===== src/rtl/ipsxe_floating_point_fifo_pkg.sv =====
// Shared helpers for the floating-point AXI-stream FIFO: width math, pointer wrap, reset values.
// Optional almost-full output is enabled with IPSXE_FLOATING_POINT_FIFO_AFULL_EN.
package ipsxe_floating_point_fifo_pkg;

    localparam int unsigned RST_PTR   = 0;
    localparam int unsigned RST_COUNT = 0;
    localparam logic        RST_AFULL = 1'b0;

    function automatic int unsigned clog2(input int unsigned value);
        int unsigned width;
        width = 0;
        while ((1 << width) < value) begin
            width = width + 1;
        end
        return (width == 0) ? 1 : width;
    endfunction

    // Depth need not be a power of two, so wrap is an explicit compare.
    function automatic int unsigned ptr_inc(input int unsigned ptr, input int unsigned depth);
        return (ptr == depth - 1) ? 0 : ptr + 1;
    endfunction

endpackage


===== src/rtl/ipsxe_floating_point_sram_dualports_v1_0.sv =====
// Simple dual-port SRAM model: synchronous write port, asynchronous read port.
// Part of the FIFO bundle built with or without IPSXE_FLOATING_POINT_FIFO_AFULL_EN.
module ipsxe_floating_point_sram_dualports_v1_0
    import ipsxe_floating_point_fifo_pkg::*;
#(
    parameter int MEM_WIDTH  = 32,
    parameter int MEM_DEPTH  = 4,
    parameter int ADDR_WIDTH = 8
) (
    input  logic                  i_clk,
    input  logic                  i_we,
    input  logic [ADDR_WIDTH-1:0] i_wa,
    input  logic [MEM_WIDTH-1:0]  i_d,
    input  logic                  i_re,
    input  logic [ADDR_WIDTH-1:0] i_ra,
    output logic [MEM_WIDTH-1:0]  o_q
);

    localparam int IDX_W = clog2(MEM_DEPTH);
    localparam logic [ADDR_WIDTH:0] DEPTH_C = (ADDR_WIDTH+1)'(MEM_DEPTH);

    logic [MEM_WIDTH-1:0] r_mem [0:MEM_DEPTH-1];
    logic                 w_wa_ok;
    logic                 w_ra_ok;

    // Out-of-range addresses are ignored on write and read back as zero.
    assign w_wa_ok = ({1'b0, i_wa} < DEPTH_C);
    assign w_ra_ok = ({1'b0, i_ra} < DEPTH_C);

    always_ff @(posedge i_clk) begin
        if (i_we && w_wa_ok) begin
            r_mem[i_wa[IDX_W-1:0]] <= i_d;
        end
    end

    assign o_q = (i_re && w_ra_ok) ? r_mem[i_ra[IDX_W-1:0]] : '0;

endmodule


===== src/rtl/ipsxe_floating_point_axis_fifo_ctrl_v1_0.sv =====
// First-word-fall-through AXI-stream FIFO controller around the dual-port SRAM model.
// Define IPSXE_FLOATING_POINT_FIFO_AFULL_EN to add the registered o_afull output.
module ipsxe_floating_point_axis_fifo_ctrl_v1_0
    import ipsxe_floating_point_fifo_pkg::*;
#(
    parameter int MEM_WIDTH  = 32,
    parameter int MEM_DEPTH  = 4,
    parameter int ADDR_WIDTH = 8
`ifdef IPSXE_FLOATING_POINT_FIFO_AFULL_EN
    ,
    parameter int AFULL_THRESH = MEM_DEPTH - 1
`endif
) (
    input  logic                  i_aclk,
    input  logic                  i_areset,
    input  logic                  i_flush,
    input  logic [MEM_WIDTH-1:0]  i_axis_tdata,
    input  logic                  i_axis_tvalid,
    output logic                  o_axis_tready,
    output logic [MEM_WIDTH-1:0]  o_axis_tdata,
    output logic                  o_axis_tvalid,
    input  logic                  i_axis_tready,
    output logic [ADDR_WIDTH:0]   o_count
`ifdef IPSXE_FLOATING_POINT_FIFO_AFULL_EN
    ,
    output logic                  o_afull
`endif
);

    localparam logic [ADDR_WIDTH:0] DEPTH_C = (ADDR_WIDTH+1)'(MEM_DEPTH);
    localparam logic [ADDR_WIDTH:0] ONE_C   = (ADDR_WIDTH+1)'(1);

    logic [ADDR_WIDTH-1:0] r_wr_ptr;
    logic [ADDR_WIDTH-1:0] r_rd_ptr;
    logic [ADDR_WIDTH:0]   r_count;
    logic [ADDR_WIDTH:0]   w_count_nxt;
    logic                  w_push;
    logic                  w_pop;

    // Handshake: a beat transfers on a side only in a cycle where valid and ready are both high.
    // Both ready/valid we drive come straight from the registered count.
    assign o_axis_tvalid = (r_count != '0);
    assign o_axis_tready = (r_count != DEPTH_C);
    assign w_push        = i_axis_tvalid && o_axis_tready;
    assign w_pop         = o_axis_tvalid && i_axis_tready;
    assign o_count       = r_count;

    always_comb begin
        w_count_nxt = r_count;
        case ({w_push, w_pop})
            2'b10:   w_count_nxt = r_count + ONE_C;
            2'b01:   w_count_nxt = r_count - ONE_C;
            default: w_count_nxt = r_count;
        endcase
    end

    always_ff @(posedge i_aclk) begin
        if (i_areset || i_flush) begin
            r_wr_ptr <= ADDR_WIDTH'(RST_PTR);
            r_rd_ptr <= ADDR_WIDTH'(RST_PTR);
            r_count  <= (ADDR_WIDTH+1)'(RST_COUNT);
        end else begin
            if (w_push) begin
                r_wr_ptr <= ADDR_WIDTH'(ptr_inc(32'(r_wr_ptr), MEM_DEPTH));
            end
            if (w_pop) begin
                r_rd_ptr <= ADDR_WIDTH'(ptr_inc(32'(r_rd_ptr), MEM_DEPTH));
            end
            r_count <= w_count_nxt;
        end
    end

`ifdef IPSXE_FLOATING_POINT_FIFO_AFULL_EN
    localparam logic [ADDR_WIDTH:0] AFULL_C = (ADDR_WIDTH+1)'(AFULL_THRESH);

    logic r_afull;

    always_ff @(posedge i_aclk) begin
        if (i_areset || i_flush) begin
            r_afull <= RST_AFULL;
        end else begin
            r_afull <= (w_count_nxt >= AFULL_C);
        end
    end

    assign o_afull = r_afull;
`endif

    // Read port is always enabled at rd_ptr, giving fall-through output data.
    ipsxe_floating_point_sram_dualports_v1_0 #(
        .MEM_WIDTH  (MEM_WIDTH),
        .MEM_DEPTH  (MEM_DEPTH),
        .ADDR_WIDTH (ADDR_WIDTH)
    ) u_sram (
        .i_clk (i_aclk),
        .i_we  (w_push),
        .i_wa  (r_wr_ptr),
        .i_d   (i_axis_tdata),
        .i_re  (1'b1),
        .i_ra  (r_rd_ptr),
        .o_q   (o_axis_tdata)
    );

endmodule


===== config.mk =====
export PLATFORM = sky130hd
export DESIGN_NAME = ipsxe_floating_point_axis_fifo_ctrl_v1_0
export DESIGN_NICKNAME = d
export VERILOG_FILES = /design/src/rtl/ipsxe_floating_point_fifo_pkg.sv /design/src/rtl/ipsxe_floating_point_sram_dualports_v1_0.sv /design/src/rtl/ipsxe_floating_point_axis_fifo_ctrl_v1_0.sv
export SDC_FILE = /design/constraint.sdc
export NUM_CORES = 1
export LEC_CHECK = 0
export CAP_MARGIN = 10
export CORE_MARGIN = 2
export CORE_UTILIZATION = 25
export DETAILED_ROUTE_END_ITERATION = 8
export SLEW_MARGIN = 20
export SYNTH_ARGS = -nofsm -noshare
export SYNTH_HDL_FRONTEND = slang
export SYNTH_SLANG_ARGS = --single-unit
export TNS_END_PERCENT = 50

===== constraint.sdc =====
create_clock -name i_aclk -period 5.6 [get_ports i_aclk]
set_clock_uncertainty 0.1 [all_clocks]
set_input_delay 0.84 -clock i_aclk [delete_from_list [all_inputs] [get_ports i_aclk]]
set_output_delay 0.84 -clock i_aclk [all_outputs]
set_load 0.01 [all_outputs]

# Yosys cells after proc, flatten, opt, wreduce, memory -nomap -nowiden
# Memory sizes are Yosys's and may differ from the RTL's. A register that Yosys moved wholly into a read port is not among the register bits.
# Cells that the tools add are included.
[totals] regBits=25 ramBits=128 inputBits=37 output_inout_bits=43 elab_cells=29 n_memories=1
[op_classes] addsub=4 magnitude_cmp=2 n_eq_ne=5 n_mux=8 n_reduce_logical=6
[memory_table] name="u_sram.r_mem" words=4 width=32 rd=1 rd_clocked_by_memory_dff=1 wr=1 line="ipsxe_floating_point_sram_dualports_v1_0.sv:22" source="logic [MEM_WIDTH-1:0] r_mem [0:MEM_DEPTH-1];"
[op_table] op="$mux W32" count=1
[op_table] op="$pmux W9 S2" count=1
[op_table] op="$add A8 B1 Y8 const B" count=2
[op_table] op="$eq A8 B2 Y1 const B" count=2
[op_table] op="$lt A8 B3 Y1 const B" count=2
[op_table] op="$mux W8" count=2
[op_table] op="$add A9 B1 Y9 const B" count=1
[op_table] op="$ne A9 B3 Y1 const B" count=1
[op_table] op="$reduce_bool A9 Y1" count=1
[op_table] op="$sub A9 B1 Y9 const B" count=1
[op_table] op="$mux W2" count=2
[op_table] op="$logic_and A1 B1 Y1" count=3
[op_table] op="$eq A2 B1 Y1 const B" count=1
[op_table] op="$eq A2 B2 Y1 const B" count=1
[op_table] op="$mux W1" count=2
[op_table] op="$reduce_bool A2 Y1" count=1
[op_table] op="$logic_or A1 B1 Y1" count=1

# Depth between registers and ports, before layout
[depth] word_depth=5 mapped_depth=11 depth_no_buf=10

# Cells and area by module
# Synthesis repeated with hierarchy kept, for this count alone.
[hier_totals] cells_unflattened=390 area_unflattened_um2=6386.1
[by_module_without_submodules] mod="ipsxe_floating_point_sram_dualports_v1_0" instances=1 cells_per_inst=215 area_each_um2=4923.5 seq_area_each_um2=3843.7
[by_module_without_submodules] mod="ipsxe_floating_point_axis_fifo_ctrl_v1_0" instances=1 cells_per_inst=175 area_each_um2=1462.7 seq_area_each_um2=500.5

# Least setup slack after synthesis
# OpenSTA, ideal clock, no wires.
[synth_timing] path_kind="reg2reg" start="reg r_count[0] (netlist: o_count[0])" end="reg r_count[7] (netlist: o_count[7])" setup_time_ns=0.123 arrival_ns=3.188 t_required_ns=5.377 path_slack_ns=2.189 stages_incl_launch_ff=12 path_buffers=1 synth_period_minus_slack_ns=3.411 cell_sequence="dfxtp_1 -> or4_4 -> o31a_1 -> buf_6 -> inv_1 -> ha_1 -> ha_1 -> a21o_1 -> a211o_1 -> a2111oi_0 -> nor3_1 -> nand3b_1"
[synth_between] elab_chain_cells=4 word_cells_on_any_way=10 cone_classes="add/sub (2); eq/ne (3); mux (1); reduce/logical (4)"
[synth_rtl] item="start, declared" line="ipsxe_floating_point_axis_fifo_ctrl_v1_0.sv:35" source="logic [ADDR_WIDTH:0] r_count;"
[synth_rtl] item="start signal, assigned" line="ipsxe_floating_point_axis_fifo_ctrl_v1_0.sv:61" source="r_count <= (ADDR_WIDTH+1)'(RST_COUNT);"
[synth_rtl] item="start signal, assigned" line="ipsxe_floating_point_axis_fifo_ctrl_v1_0.sv:69" source="r_count <= w_count_nxt;"
[synth_rtl] item="parallel branches: the longest is 4 deep, another holds $sub A9 B1 Y9"
# Parallel ways; which one is timed is not known.
# A chain may end at the register's enable or synchronous reset.

# Worst setup path after layout
[layout_timing] start="reg r_rd_ptr[2]" end="out o_axis_tdata[0]"
[layout_between] elab_chain_cells=2
[layout_rtl] item="start, declared" line="ipsxe_floating_point_axis_fifo_ctrl_v1_0.sv:34" source="logic [ADDR_WIDTH-1:0] r_rd_ptr;"
[layout_rtl] item="start signal, assigned" line="ipsxe_floating_point_axis_fifo_ctrl_v1_0.sv:60" source="r_rd_ptr <= ADDR_WIDTH'(RST_PTR);"
[layout_rtl] item="start signal, assigned" line="ipsxe_floating_point_axis_fifo_ctrl_v1_0.sv:67" source="r_rd_ptr <= ADDR_WIDTH'(ptr_inc(32'(r_rd_ptr), MEM_DEPTH));"
[layout_rtl] item="$lt A8 B3 Y1" line="ipsxe_floating_point_sram_dualports_v1_0.sv:28" source="assign w_ra_ok = ({1'b0, i_ra} < DEPTH_C);"
[layout_rtl] item="$mux W32" line="ipsxe_floating_point_sram_dualports_v1_0.sv:36" source="assign o_q = (i_re && w_ra_ok) ? r_mem[i_ra[IDX_W-1:0]] : '0;"
[layout_rtl] item="end, declared" line="ipsxe_floating_point_axis_fifo_ctrl_v1_0.sv:20" source="output logic [MEM_WIDTH-1:0] o_axis_tdata,"
# Every way passes these cells.

==> qor.yml <==
critical_path:
  critPathKind: "flop to output port"
  slowest_stage: "nor3_4"
  end_kind: "output port"
  cp-start-kind: "flop"
  path_max_fanout: 20
  required_ns: 4.66
  cp.arrival_ns: 3.10
  critPathTopFamily: "simple AND/OR/NAND/NOR gates"
  path_buf_inv: 2
  slowest_delay_ns: 0.65
  worstPathCellList: "or4_1, nor3_4, buf_4, and2_1, clkdlybuf4s50_1"
pwr:
  power_frac_clock_pct: 41.3
  p_int_mw: 2.15
  seqPwrFrac_pct: 46.7
  pwr-share-comb_pct: 12.0
  swShare_pct: 23.7
  finalPower_mw: 2.82
  powerDensity_mw_per_mm2: 344
  p_leak_nw: 2.70
  peakVddDrop_uv: 201
  p_sw_mw: 0.670
sta:
  worst_slack_ns: 1.56
  setup_viol: 0
  slew_violations: 0
  worstMarginPinSlew_ns: 1.11
  hold_viol: 0
  finalCritPeriodShare_pct: 72.2
  relSlewSlack_pct: 26.3
  whs_ns: 0.386
  max_freq_mhz: 247
  fin_tns_setup_ns: 0
  fin_crit_ns: 4.04
  rsz0062_at_grt: "false"
clock_tree:
  cts_setup_buffers: 0
  cts_buffers: 17
  cts-root-buf: "clkbuf_16"
  cts.clk_slew.worst_paths_ns: 0.07
  clock-sinks: 155
  hold_buffers: 0
  cts_buffer_depth: 2
  cts_resized: 0
  worstSkewPairLatency_ns: 0.42
  cts_tree: "done"
  h-tree-depth: 4
drt:
  wire_per_inst_um: 16.5
  vias: 3574
  wl_um: 13400
  routed_via_density: 4.40
  dr.pass1.iters: 4
  drc_errors: 0
  drt-initial-drc-count: 160
  antenna_left: 0
floorplanning:
  rows: 58
  dieArea_sq_mm: 0.0270
  core_area_sq_mm: 0.0252
  boundaryPins: 80
  start_util_pct: 25.5
  die_h_um: 164
  die_width_um: 164
global_routing:
  overflow: 0
  met3_usage_pct: 2.85
  busiest_layer: "met2"
  track_usage_pct: 10.5
  antenna_found_initial: 0
  grt_first_pass_wirelength_um: 20900
  grt_use_met2_pct: 17.4
  use_met1_pct: 12.9
  grt_pass1_vias: 3864
  grt_max_degree: 34
logic_synthesis:
  yosysMostFrequentCell: "edfxtp_1"
  synth_xor_xnor_area_share_pct: 1.77
  yosysTopAreaCell: "edfxtp_1"
  syn_inst: 382
  synth_common_cells: "128 x edfxtp_1, 36 x and2_1, 32 x mux4_2"
  synthAdderAreaFrac_pct: 2.84
  synth_top_family_by_area: "multiplexers"
  synthArstFlopShare_pct: 0
  synth_top_area_share_pct: 59.8
  synthFlopType: "edfxtp_1"
  ys_types: 49
  syn-mean-instance-area_sq_um: 16.8
  synth_enable_flop_cells: 128
  syn_nets: 433
  synth.yosys.warnings: 0
  ys_seq_area_share_pct: 68.2
  synth_compound_area_share_pct: 3.70
  synth_top_cells_by_area: "edfxtp_1 60%, mux4_2 11%, dfxtp_1 8.4%"
  ys_ff_latch: 155
  synth_mux_area_share_pct: 12.5
  syn_area_sq_mm: 0.00643
  synth-simple-area-share_pct: 9.64
placed_design:
  io_buffer_count: 79
  dpl.hpwl_um: 8130
  placed_cell_area_sq_mm: 0.00759
  gp_congestion: 0.735
  preCtsSetupSlack_ns: 1.54
cells_and_area:
  multi_input_area_sq_mm: 0.00197
  final_layout_size_suffix_gt1_share_pct: 16.6
  seq_area_sq_mm: 0.00439
  syn2layout_area_growth_pct: 27.6
  final_nets: 519
  fin_area_sq_mm: 0.00820
  n_fill_cell: 2396
job:
  cap_violations: 0
worst_hold_path:
  hold_class: "flop to flop"
run_status:
  status: "completed"
==> path summary, 6_finish.rpt <==
check | start | endpoint | slack (ns) | depth (start not counted)
max | r_rd_ptr[2] | o_axis_tdata[0] | 1.56 | 5
min | r_rd_ptr[1] | flop | 0.39 | 2
max reg2reg | o_count[5] | o_count[7] | 1.87 | 10
min reg2reg | r_rd_ptr[1] | flop | 0.39 | 2
==> sequential cells by signal, summed over array words and instances (netlist names), named ones only <==
name          flops
r_wr_ptr          8
o_count           9
r_rd_ptr          8
u_sram.r_mem    128
==> layout make-up <==
cell class,instances,area share [%]
Tap cell,330,5.04
Antenna cell,1,0.0305
Multi-Input combinational cell,208,24.0
Inverter,5,0.259
Timing Repair Buffer,81,9.83
Clock inverter,15,2.20
Clock buffer,17,5.19
Sequential cell,155,53.5
==> per-layer routing <==
| layer | vias to the layer above | share of wire [%] |
|---|---|---|
| met5 | - | 0 |
| met4 | 0 | 1.2 |
| met3 | 8 | 3.7 |
| met2 | 78 | 51 |
| met1 | 1821 | 44 |
| li1 | 1667 | - |
==> kinds of logic after synthesis <==
family	Yosys count
xor gates and xnor gates	13
adders and majority gates	14
AOI/OAI and AO/OA	34
and+or+nand+nor	107
muxes	40
DFF	155
buffers and inverters	19
==> layout by cell type, fill, tap and decap left out, types with 4 or more instances in the layout <==
cell             count
edfxtp_1           128
clkdlybuf4s50_1     79
and2_1              36
mux4_2              32
dfxtp_1             25
nor2_1              22
clkbuf_16           17
a21oi_1             13
ha_1                13
xor2_1               9
nand2_1              8
mux2i_1              8
inv_6                6
nand3_1              5
inv_1                4
nand4_1              4
xnor2_1              4
==> power groups by stage <==
stage	Combinational (mW)	Clock, mW	Sequential [mW]
final	0.338	1.17	1.32
after global routing	0.367	1.25	1.32
after CTS	0.344	1.19	1.32
after detailed placement	0.342	0	1.35
after global placement	0.338	0	1.34
after floorplan	0.197	0	1.33
==> per-stage QoR <==
step                      cells  util [%]
after floorplan             382         -
after global placement      779      30.2
after detailed placement    779      30.2
after CTS                   811      32.6
after global routing        811      32.6
final                       812      32.6
==> worst register-to-register path: stages, from the launching register on <==
cell and delay [ns]:
dfxtp_1 0.36, or4_4 0.57, o31a_1 0.48, inv_1 0.12, ha_1 0.41, ha_1 0.32, a21o_1 0.19, a211o_1 0.30
a2111oi_0 0.47, nor3_1 0.11, nand3b_1 0.17
(Power assumes the default switching activity.)
==> edit 1, RTL diff (same settings) <==
`ADDR_WIDTH` is set to 8 in 2 places; all go to 7.
--- a/src/rtl/ipsxe_floating_point_sram_dualports_v1_0.sv
+++ b/src/rtl/ipsxe_floating_point_sram_dualports_v1_0.sv
@@ -5,7 +5,7 @@
 #(
     parameter int MEM_WIDTH  = 32,
     parameter int MEM_DEPTH  = 4,
-    parameter int ADDR_WIDTH = 8
+    parameter int ADDR_WIDTH = 7
 ) (
     input  logic                  i_clk,
     input  logic                  i_we,
--- a/src/rtl/ipsxe_floating_point_axis_fifo_ctrl_v1_0.sv
+++ b/src/rtl/ipsxe_floating_point_axis_fifo_ctrl_v1_0.sv
@@ -5,7 +5,7 @@
 #(
     parameter int MEM_WIDTH  = 32,
     parameter int MEM_DEPTH  = 4,
-    parameter int ADDR_WIDTH = 8
+    parameter int ADDR_WIDTH = 7
 `ifdef IPSXE_FLOATING_POINT_FIFO_AFULL_EN
     ,
     parameter int AFULL_THRESH = MEM_DEPTH - 1
Interface: changed (resized o_count); port bits go from 80 to 79. No check against the original RTL was run, so the function may have changed too.
==> edit 1 against the original RTL <==
Setup slack better by 0.21 ns. Wire length is 3.9% higher. Synthesized area is 1.9% lower. Total power is 9.1% lower. Cell area is 2.1% lower. Clock power is 7% lower. Global-route usage is 0.39 points higher. Count of clock-buffer cells in the layout is 1 higher. Non-clock buffer count is 1 higher. Cell count is 0.74% lower. Sequential cell count is 3 lower. Critical path type unchanged. Utilization is 0.40 points lower.
==> edit 1: results (changes against the original RTL) <==
Run status
  – Status: complete, no violations

Detailed routing
  – Met3 wire len: 881 µm (+76%)
  – Metal2 WL: 7023 µm (+2.7%)
  – Vias per Instance: 4.551 (+3.4%)
  – Post-Route M1 WL: 5827 µm (-1.4%)
  – Total wire length: 13,930 µm (+3.9%)
  – Highest metal used: met4
  – Iter 0 DRT Violations: 245 (+53%)

Placement
  – Port buffer count: 78 (-1.3%)
  – Post-DP HPWL: 8646 µm (+6.3%)
  – Placement Setup Slack: 1.942 ns (+0.4023 ns)
  – Placer congestion estimate: 0.8181 (+11%)

GRT
  – GR Layer Usage met2: 0.1834 (+0.008958)
  – Global-route wire length before repair: 21,500 µm (+2.9%)
  – Vias in the first global route: 3,830 (-0.88%)
  – Gr usage total: 0.1086 (+0.003897)
  – Initial antenna violation count: 1 (+1)
  – Met1 global-route usage: 0.1313 (+0.002069)

STA
  – Slew Limit Headroom: 0.3313 (+0.06849)

Logic synthesis
  – XOR/XNOR Fraction of Synth Area: 0.002777 (-0.01494)
  – Post-synthesis sequential area ratio: 0.6856 (+0.003468)
  – Synth area leaders: edfxtp_1 (61%), mux4_2 (11%), dfxtp_1 (7.6%), and3_1 (3.4%), ha_1 (2.4%)
  – Synth unique cells: 47 (-4.1%)
  – Synth Area in Compound Gates: 0.05673 (+0.01975)
  – Post-Syn Nets: 432 (-0.23%)
  – Post-synthesis mux area share: 0.1159 (-0.008736)
  – Post-Synth Adder-Cell Area: 0.02698 (-0.001442)
  – Synth top cells by count: edfxtp_1 (128), and3_1 (34), mux4_2 (32)

Worst setup path
  – Top delay family on crit path: buffers and inverters
  – CP peak stage delay: 0.82 ns (+0.17 ns)
  – Maximum fanout along the worst path: 19 (-5.0%)
  – Crit path DAT: 2.89 ns (-0.21 ns)
  – Crit-path slowest cell: dfxtp_2

Power
  – Flop pwr share: 0.494 (+0.027)
  – Leakage dissipation: 2.583 nW (-4.3%)
  – Sw frac: 0.2140 (-0.02336)
  – Comb pwr share: 0.080 (-0.040)
  – P_seq: 1.27 mW (-4%)
  – Peak VDD IR: 0.1768 mV (-12%)

Finish
  – Largest register FFs: 128 (unchanged)
  – Area grow syn2layout: 27.30%
  – Layout cell share with drive strength beyond 1: 0.1705 (+0.004206)

Clock tree
  – Clock Path Buffers: 2 (unchanged)
edit 1: final timing paths:
check | startpoint | to | slack [ns] | cells past startpoint
worst min-delay path | r_rd_ptr[1] | flop | 0.41 | 2
worst max-delay path | flop | o_axis_tdata[27] | 1.77 | 4
worst max register to register | o_count[4] | o_count[5] | 1.94 | 9
worst min register to register | r_rd_ptr[1] | flop | 0.41 | 2
edit 1: cell type report:
class,count,share of cell area
tap,330,0.05143
multi-input combinational,203,0.2352
sequential,152,0.5389
clock inverter,12,0.01605
timing repair buffer,82,0.1010
clock buffer,18,0.05345
antenna,1,0.0003117
inverter,8,0.003740
edit 1: per-stage QoR:
stage | std cells | hold WS, ns | cell area (µm²)
2_1_floorplan | 382 | 0.3630 | 6307
3_3_place_gp | 775 | 0.3794 | 7468
3_5_place_dp | 775 | 0.4040 | 7468
4_1_cts | 805 | 0.4037 | 8026
5_1_grt | 805 | 0.4205 | 8026
6_report | 806 | 0.4111 | 8029
==> edit 2, RTL diff (same settings) <==
Without the edit above. Put one more register stage on the output `o_count`, without a reset. The value now appears one clock later. The other outputs are not delayed to match.
--- a/src/rtl/ipsxe_floating_point_axis_fifo_ctrl_v1_0.sv
+++ b/src/rtl/ipsxe_floating_point_axis_fifo_ctrl_v1_0.sv
@@ -43,7 +43,9 @@
     assign o_axis_tready = (r_count != DEPTH_C);
     assign w_push        = i_axis_tvalid && o_axis_tready;
     assign w_pop         = o_axis_tvalid && i_axis_tready;
-    assign o_count       = r_count;
+    always_ff @(posedge i_aclk) begin
+        o_count <= r_count;
+    end
 
     always_comb begin
         w_count_nxt = r_count;
Check against the original RTL: not equivalent (a bounded check fails within 4 cycles, from zero or initial values).
==> edit 2 against the original RTL <==
Total power decreased by 3.5%. Setup slack better by 0.27 ns. Cell area increased by 2.7%. Maximum frequency increased by 7.2%. Combinational power fell by 38%. Wire length increased by 2.0%. Utilization fell by 0.26 points. Via count rose by 3.6%. Sequential cell count rose by 9. Synthesized cell count grew 6.0%. Synthesized area grew 3.2%. Critical path depth is 1 lower.
==> edit 2: results (changes against the original RTL) <==
Run status
  – Status: complete, no violations

Finish
  – Layout cell share with drive strength beyond 1: 0.1614 (-0.004966)
  – Final nets: 540 (+4.0%)
  – Post-route insts no fill: 838 (+3.2%)
  – # fillers: 2,540 (+6.0%)

Worst setup path
  – R2r setup slk: 2.14 ns (+0.27 ns)
  – Crit path DAT: 2.83 ns (-0.27 ns)
  – Maximum fanout along the worst path: 18 (-10%)

Logic synthesis
  – XOR/XNOR Fraction of Synth Area: 0.01453 (-0.003184)
  – Gate Count Post-Synth: 405 (+6.0%)
  – Post-Synth Adder-Cell Area: 0.02755 (-0.0008689)
  – Synth unique cells: 44 (-10%)
  – Post-synthesis mux area share: 0.1193 (-0.005319)
  – Synth Area in Compound Gates: 0.04359 (+0.006607)
  – Synth area leaders: edfxtp_1 (58%), dfxtp_1 (11%), mux4_2 (11%), and2_1 (3.3%), ha_1 (2.5%)
  – Post-Syn Nets: 456 (+5.3%)
  – Post-synthesis sequential area ratio: 0.6884 (+0.006322)

Placement
  – Placed cell area: 0.007820 mm² (+3.0%)
  – Placement Setup Slack: 1.460 ns (-0.07910 ns)
  – Cell total after placement: 805 (+3.3%)
  – Placer congestion estimate: 0.7385 (+0.54%)

Detailed routing
  – Vias per Instance: 4.416 (+0.34%)
  – Total wire length: 13,680 µm (+2.0%)
  – Iter 0 DRT Violations: 219 (+37%)

STA
  – Minimum clock period: 3.771 ns (-0.2709 ns)
  – Slew Limit Headroom: 0.3529 (+0.09013)
  – WHS: 0.3167 ns (-0.06962 ns)

GRT
  – Global-route wire length before repair: 22,180 µm (+6.2%)
  – Gr usage total: 0.1031 (-0.001592)
  – Vias in the first global route: 4,078 (+5.5%)
  – Initial antenna violation count: 1 (+1)
  – Largest net degree at the start of global routing: 33 (-2.9%)

Clock tree
  – Post-cts gate resize count: 0 (unchanged)
  – Clk Latency, worst-skew pair: 0.42 ns (about the same)

Power
  – Peak VDD IR: 0.1551 mV (-23%)
[edit 2: final cells by class]
cell class                      count  area, µm²  share of cell area
Clock inverter                     15      171.4             0.02036
Multi-Input combinational cell    218       1986              0.2358
Timing Repair Buffer               82      825.8             0.09808
Inverter                            6      22.52            0.002675
Tap cell                          335      419.2             0.04978
Clock buffer                       17      425.4             0.05053
Antenna cell                        1      2.502           0.0002972
Sequential cell                   164       4567              0.5424
[edit 2: critical path, cell delays in order, from the launching register on]
cell,delay (ns)
dfxtp_2,0.70
buf_4,0.46
mux4_2,0.56
and2_1,0.19
clkdlybuf4s50_1,0.49
[edit 2: cell families (layout without fill, tap and decap cells)]
logic type      count (synthesis)  count (layout)
xor+xnor                       11              11
other cells                     0               1
fa+ha+maj                      14              14
mux                            39              39
flops                         164             164
compound gates                 41              41
simple gates                  113             113
buf+inv                        23             120
[edit 2: metal layers]
layer  global-route usage  vias up  part of all wire
met2               0.1823       63              0.52
met3              0.03470       12             0.044
met5                    0        -                 0
met4              0.03148        0             0.011
li1                     -     1742                 -
met1               0.1176     1884              0.43
[edit 2: report_power, final]
part	switching, mW	internal, mW	leakage, nW
sequential	0.0138	1.34	1.47
clock	0.550	0.605	0.286
combinational	0.0943	0.117	0.987
total	0.658	2.06	2.74
[edit 2: path summary, 6_finish.rpt]
| kind | from | endpoint | cells past startpoint |
|---|---|---|---|
| worst max-delay path | flop | o_axis_tdata[0] | 4 |
| worst min-delay path | r_count[3] | o_count[3] | 0 |
| worst max register to register | r_count[0] | r_count[5] | 10 |
| worst min register to register | r_count[3] | o_count[3] | 0 |
